<file path="config.mk">
export PLATFORM = sky130hd
export DESIGN_NAME = irq_conditioner
export DESIGN_NICKNAME = d
export VERILOG_FILES = /design/src/rtl/irq_conditioner.sv
export SDC_FILE = /design/constraint.sdc
export NUM_CORES = 1
export LEC_CHECK = 0
export ABC_AREA = 0
export BUFFER_PORTS_ARGS = -buffer_cell sky130_fd_sc_hd__buf_2
export CORE_MARGIN = 2
export CORE_UTILIZATION = 30
export CTS_BUF_LIST = sky130_fd_sc_hd__clkbuf_4
export DETAILED_ROUTE_END_ITERATION = 8
export SETUP_SLACK_MARGIN = 0.2
export SLEW_MARGIN = 20
export SYNTH_ARGS = -nofsm -noshare
export SYNTH_HDL_FRONTEND = slang
export SYNTH_SLANG_ARGS = --single-unit
</file>
<file path="constraint.sdc">
create_clock -name clk_i -period 1.95 [get_ports clk_i]
set_input_delay 0.39 -clock clk_i [delete_from_list [all_inputs] [get_ports clk_i]]
set_output_delay 0.39 -clock clk_i [all_outputs]
set_load 0.1 [all_outputs]
</file>
<file path="src/rtl/irq_conditioner.sv">
// Conditions an active-low interrupt pin for the CPU: sync, debounce, falling-edge detect, hold until ack.
// Optional assertion timeout enabled by defining IRQ_TIMEOUT_EN.
module irq_conditioner #(
  parameter int DEBOUNCE_CYCLES = 4,
  parameter int HOLDOFF_CYCLES  = 3,
  parameter int TIMEOUT_CYCLES  = 1024
) (
  input  logic       clk_i,
  input  logic       reset_i,
  input  logic       irq_n_i,
  input  logic       ack_i,
  output logic       irq_n_o,
  output logic       pending_o,
  output logic [7:0] dropped_o,
  output logic       timeout_o
);

  localparam int CW = (DEBOUNCE_CYCLES > 1) ? $clog2(DEBOUNCE_CYCLES) : 1;
  localparam int HW = (HOLDOFF_CYCLES > 0) ? $clog2(HOLDOFF_CYCLES + 1) : 1;

  if (DEBOUNCE_CYCLES < 1) begin : g_chk_db
    $error("DEBOUNCE_CYCLES must be >= 1");
  end
  if (TIMEOUT_CYCLES < 1) begin : g_chk_tmo
    $error("TIMEOUT_CYCLES must be >= 1");
  end

  typedef enum logic [1:0] {IDLE, ASSERTED, HOLDOFF} state_t;

  logic          s1_q, s1_d, s2_q, s2_d, db_q, db_d;
  logic [CW-1:0] cnt_q, cnt_d;
  state_t        state_q, state_d;
  logic [HW-1:0] hold_q, hold_d;
  logic          pending_q, pending_d;
  logic [7:0]    dropped_q, dropped_d;
  logic          fall_evt, ack_eff, consume, pend_base;

  // Debounce: the synchronised level must persist for DEBOUNCE_CYCLES before it is accepted.
  always_comb begin
    s1_d  = irq_n_i;
    s2_d  = s1_q;
    db_d  = db_q;
    cnt_d = '0;
    if (s2_q != db_q) begin
      if (cnt_q == CW'(DEBOUNCE_CYCLES - 1)) db_d = s2_q;
      else                                  cnt_d = cnt_q + 1'b1;
    end
  end

  assign fall_evt = db_q & ~s2_q & (cnt_q == CW'(DEBOUNCE_CYCLES - 1));

  always_comb begin
    state_d   = state_q;
    hold_d    = hold_q;
    dropped_d = dropped_q;
    consume   = 1'b0;
    case (state_q)
      IDLE: if (fall_evt) state_d = ASSERTED;
      ASSERTED: begin
        if (ack_eff) begin
          if (HOLDOFF_CYCLES > 0) begin
            state_d = HOLDOFF;
            hold_d  = HW'(HOLDOFF_CYCLES);
          end else if (pending_q) begin
            consume = 1'b1;
          end else begin
            state_d = IDLE;
          end
        end
      end
      HOLDOFF: begin
        hold_d = hold_q - 1'b1;
        if (hold_q == HW'(1)) begin
          if (pending_q) begin
            state_d = ASSERTED;
            consume = 1'b1;
          end else begin
            state_d = IDLE;
          end
        end
      end
      default: state_d = IDLE;
    endcase
    // A request consumed this cycle frees the slot, so a coincident event refills it rather than dropping.
    pend_base = pending_q & ~consume;
    pending_d = pend_base;
    if (fall_evt && (state_q != IDLE)) begin
      if (!pend_base)               pending_d = 1'b1;
      else if (dropped_q != 8'hFF)  dropped_d = dropped_q + 8'd1;
    end
  end

`ifdef IRQ_TIMEOUT_EN
  localparam int TW = (TIMEOUT_CYCLES > 1) ? $clog2(TIMEOUT_CYCLES) : 1;
  logic [TW-1:0] tmo_q, tmo_d;
  logic          tmo_hit, timeout_q, timeout_d;

  always_comb begin
    tmo_hit   = (state_q == ASSERTED) && !ack_i && (tmo_q == TW'(TIMEOUT_CYCLES - 1));
    tmo_d     = ((state_q == ASSERTED) && !ack_i && !tmo_hit) ? tmo_q + 1'b1 : '0;
    timeout_d = timeout_q | tmo_hit;
  end

  assign ack_eff   = ack_i | tmo_hit;
  assign timeout_o = timeout_q;

  always_ff @(posedge clk_i) begin
    if (reset_i) begin
      tmo_q     <= '0;
      timeout_q <= 1'b0;
    end else begin
      tmo_q     <= tmo_d;
      timeout_q <= timeout_d;
    end
  end
`else
  assign ack_eff   = ack_i;
  assign timeout_o = 1'b0;
`endif

  always_ff @(posedge clk_i) begin
    if (reset_i) begin
      s1_q      <= 1'b1;
      s2_q      <= 1'b1;
      db_q      <= 1'b1;
      cnt_q     <= '0;
      state_q   <= IDLE;
      hold_q    <= '0;
      pending_q <= 1'b0;
      dropped_q <= '0;
    end else begin
      s1_q      <= s1_d;
      s2_q      <= s2_d;
      db_q      <= db_d;
      cnt_q     <= cnt_d;
      state_q   <= state_d;
      hold_q    <= hold_d;
      pending_q <= pending_d;
      dropped_q <= dropped_d;
    end
  end

  assign irq_n_o   = (state_q != ASSERTED);
  assign pending_o = pending_q;
  assign dropped_o = dropped_q;

endmodule
</file>
---- Yosys cells after proc, flatten, opt, wreduce, memory -nomap -nowiden ----
Cells that the tools add are included.
cells by class
  $add $sub $neg .......................... 3
  eq/ne operators ......................... 10
  muxes and demuxes ....................... 11
  bitwise logic cells ..................... 6
  reductions and logical operators ........ 9
operator list
  cell                 count
  $add 8x1->8 const B  1
  $mux 2               4
  $ne 8x8->1 const B   1
  $ne 2x2->1 const B   3
  $pmux 2 s3           1
  $reduce_and 3->1     2
  $mux 1               5
  $eq 2x1->1 const B   2
  $eq 2x2->1 const B   2
  $pmux 2 s2           1
  $reduce_and 2->1     2
  $reduce_bool 2->1    2
  $and 1x1->1          3
  $not 1->1            3
  $reduce_or 3->1      1
  $add 2x1->2 const B  1
  $logic_not 2->1      1
  $ne 2x1->1 const B   1
  $sub 2x1->2 const B  1
  $logic_and 1x1->1    1
  $ne 1x1->1           1
word-level totals
  register bits ........................... 18
  bits of input ports ..................... 4
  output and inout port bits .............. 11
  logic and storage cells ................. 47

---- Depth between registers and ports, before layout ----
  depth after elaboration ................. 6
  mapped depth ............................ 7
  mapped depth without buffers ............ 6

---- Worst setup path after synthesis ----
OpenSTA, ideal clock, no wires.
  path type ............................... reg-to-reg
  start ................................... reg pending_q, in the netlist pending_o
  end ..................................... reg dropped_q[4], in the netlist dropped_o[4]
  library setup time ...................... 0.070 ns
  data arrival time ....................... 2.140 ns
  required time ........................... 1.880 ns
  slack ................................... -0.260 ns
  cell stages (with the launch flop) ...... 6
  path buffers ............................ 1
  period minus slack after synthesis ...... 2.210 ns
  cells stage by stage .................... dfxtp_1 -> and3_4 -> o21ai_2 -> buf_6 -> or4_1 -> a21oi_1
between the ends
  word-level cells in the longest chain between the ends .. 6
ends and longest elaborated chain
  what                                 RTL line  text
  start, declared                      34        logic pending_q, pending_d;
  start signal, assigned               138       pending_q <= pending_d;
  $mux 1                               74        if (pending_q) begin
  $mux 1                               73        if (hold_q == HW'(1)) begin
  $mux 1                               --
  $not 1->1                            85        pend_base = pending_q & ~consume;
  $and 1x1->1 *                        85
  $reduce_and 3->1 (no source line) *  --
  end signal, assigned                 139       dropped_q <= dropped_d;
  end, declared                        35        logic [7:0] dropped_q, dropped_d;
Every way passes the cells marked *; elsewhere a longest branch is shown, timed or not.
A chain may end at the register's enable or synchronous reset.

---- Worst setup path in the final report ----
  start ................................... reg hold_q[1]
  end ..................................... reg dropped_q[4], in the netlist dropped_o[4]
between the ends
  word-level cells in the longest chain between the ends .. 6
ends and longest elaborated chain
  what                               RTL line  text
  start, declared                    33        logic [HW-1:0] hold_q, hold_d;
  start signal, assigned             137       hold_q <= hold_d;
  $eq 2x1->1                         73
  $mux 1                             73
  $mux 1                             --
  $not 1->1                          85
  $and 1x1->1                        85
  $reduce_and 3->1 (no source line)  --
Every way passes these cells.

==> results.yml <==
global_route:
  grt_pass1_vias: 669
  gr-usage-all-layers: 0.115
  grt_pass1_wl_um: 2970
  grt-ovfl-total: 0
  grt_max_degree: 18
  antenna_found_initial: 0
die:
  coreArea_mm2: 0.00281
  fp.dieW_um: 58.8
  die-area_mm2: 0.00345
  placementRows: 19
  io_pins: 15
  die_height_um: 58.8
  start_util: 0.321
logic_synthesis:
  synth_top_area_frac: 0.401
  synth_compound_area_frac: 0.196
  ys_types: 39
  synth_mux_area_frac: 0
  synthSimpleGateAreaFrac: 0.252
  syn_area_um2: 900
  synth-seq-cells: 18
  synthCells: 100
  syn_avg_cell_area_um2: 9.00
  synth_xor_xnor_area_share: 0.00974
  synth_top_cell_by_area: "dfxtp_1"
  synth_edf_count: 0
  synth.area.top_cells: "dfxtp_1 (40%), a21oi_1 (6.1%), ha_1 (5.6%)"
  synth_top_family_by_area: "simple AND/OR/NAND/NOR gates"
  synth_fp_nets: 108
  ys.flop_type: "dfxtp_1"
  synthAdderAreaFrac: 0.0556
  async_reset_ff_frac: 0
  yosysWarnings: 0
  ys_seq_area_frac: 0.401
route:
  via_per_inst: 5.32
  drc: 0
  firstDrtPassIters: 4
  vias: 750
  antenna_left: 0
  drt-wirelength-per-cell_um: 11.8
  drt_iter0_markers: 29
  wirelength_um: 1660
sta:
  min_period_ps: 1650
  fin_skew_ps: 2.93
  clock.fmax_mhz: 607
  finalSetupViolations: 0
  report.final.slew_viol_count: 0
  finalHoldViolations: 0
  fin_tns_setup_ps: 0
  fin_crit_sh: 0.844
  rsz0062_at_grt: "no"
outcome:
  status: "finished, final reports clean"
worst_setup_path:
  critPathMaxFanout: 11
  cp_data_required_time_ps: 2180
  arrival_ps: 1880
  endpoint_kind: "flop"
  r2r_cells: 6
  crit_type: "reg2reg"
  critPathLaunchType: "flop"
cells_and_area:
  antenna_cells: 0
  area_growth_pct: 12.4
  nets: 119
  final_util: 0.360
  drive_gt1_frac: 0.318
  final_cell_area_mm2: 0.00101
worst_hold_path:
  holdPathStages: 2
  hold_path.class: "in2reg"
pwr:
  vdd_ir_drop_max_uv: 327
  p_leak_nw: 0.374
  power.density_mw_per_mm2: 577
  power_uw: 584
placement:
  place.gp.congestion: 0.731
  hpwlAfterDp_um: 1230
  placed_area_um2: 963
  numPortBuffers: 13
clocking:
  clkSinkCount: 18
  cts_root_buffer: "clkbuf_4"
  cts_max_path_buffers: 2
  cts.reportedPaths.clkPinSlew_ps: 100
  clkLatencyLatePin_ps: 300
  cts_setup_buffers: 0
  numCtsBuffers: 3
  htreeDepth: 1
  cts_tree: "yes"
job:
  drv_cap: 0
cells in the final DEF, fill, tap and decap left out, drive strengths merged, types with 3 or more instances in the layout:
cell type	instances
ha	4
clkbuf	3
inv	5
nand3	5
o21ai	4
dfxtp	18
and3	3
o31ai	4
nand2	3
or4	3
nor2	3
a21oi	11
buf	13
final timing paths:
kind	from	end	slack, ps
hold / removal	irq_n_i	s1_q	270
setup / recovery	hold_q[1]	dropped_o[4]	300
hold reg to reg	s1_q	s2_q	420
setup reg to reg	hold_q[1]	dropped_o[4]	300
cell families after synthesis:
logic type,count (synthesis)
xor gates and xnor gates,1
DFF,18
and+or+nand+nor,36
other,1
buffers and inverters,12
adders and majority gates,4
AOI/OAI and AO/OA,28
layout make-up:
cell class,count,area [um2]
Clock buffer,3,22.5
Clock inverter,1,3.75
Fill cell,285,1790
Inverter,5,18.8
Multi-Input combinational cell,70,483
Sequential cell,18,377
Tap cell,31,38.8
Timing Repair Buffer,13,67.6
where the power goes:
| part | leakage (nW) | internal (mW) | switching, mW | total, mW |
|---|---|---|---|---|
| Combinational | 0.208 | 0.00555 | 0.0173 | 0.0229 |
| Clock | 0.0154 | 0.0746 | 0.119 | 0.193 |
| Sequential | 0.151 | 0.367 | 0.000667 | 0.368 |
| Total | 0.374 | 0.447 | 0.137 | 0.584 |
cells in the mapped netlist, types with 3 or more instances:
master and count:
dfxtp_1 18, nand3_1 5, nor2_1 3, ha_1 4
buf_4 3, o31ai_1 4, or4_1 3, inv_1 5
nand2_1 3, o21ai_0 3, a21oi_1 11
state kept, by name, summed over array words and instances (netlist names):
| signal | flops |
|---|---|
| state_q | 2 |
| dropped_o | 8 |
| pending_o | 1 |
| hold_q | 2 |
| s1_q | 1 |
| db_q | 1 |
| cnt_q | 2 |
| s2_q | 1 |
routing by layer:
| metal | up-vias | GRT usage | wire length, um |
|---|---|---|---|
| met5 | - | 0 | 0 |
| met4 | 0 | 0.0584 | 27 |
| met3 | 4 | 0.0396 | 54 |
| met2 | 10 | 0.173 | 796 |
| met1 | 350 | 0.146 | 780 |
| li1 | 386 | - | - |
metrics by stage:
stage          std cells  setup WS [ps]  hold slack [ps]
6_report             141            304              266
5_1_grt              141            203              243
4_1_cts              141            214              259
3_5_place_dp         137            231              394
3_3_place_gp         137            302              394
2_1_floorplan        100            205              389
critical path, stage by stage (launching register included):
cell	delay, ps
dfxtp_2	340
inv_1	50
ha_2	190
and2b_2	250
o21ai_4	100
or4_1	510
a21oi_1	140
timing repair:
item | in CTS | in global routing
gates resized for setup | 2 | 5
gates cloned | 0 | 0
setup endpoints to repair | 2 | 4
hold buffers | 0 | 0
Note: power is estimated with default switching activity, not from simulation.
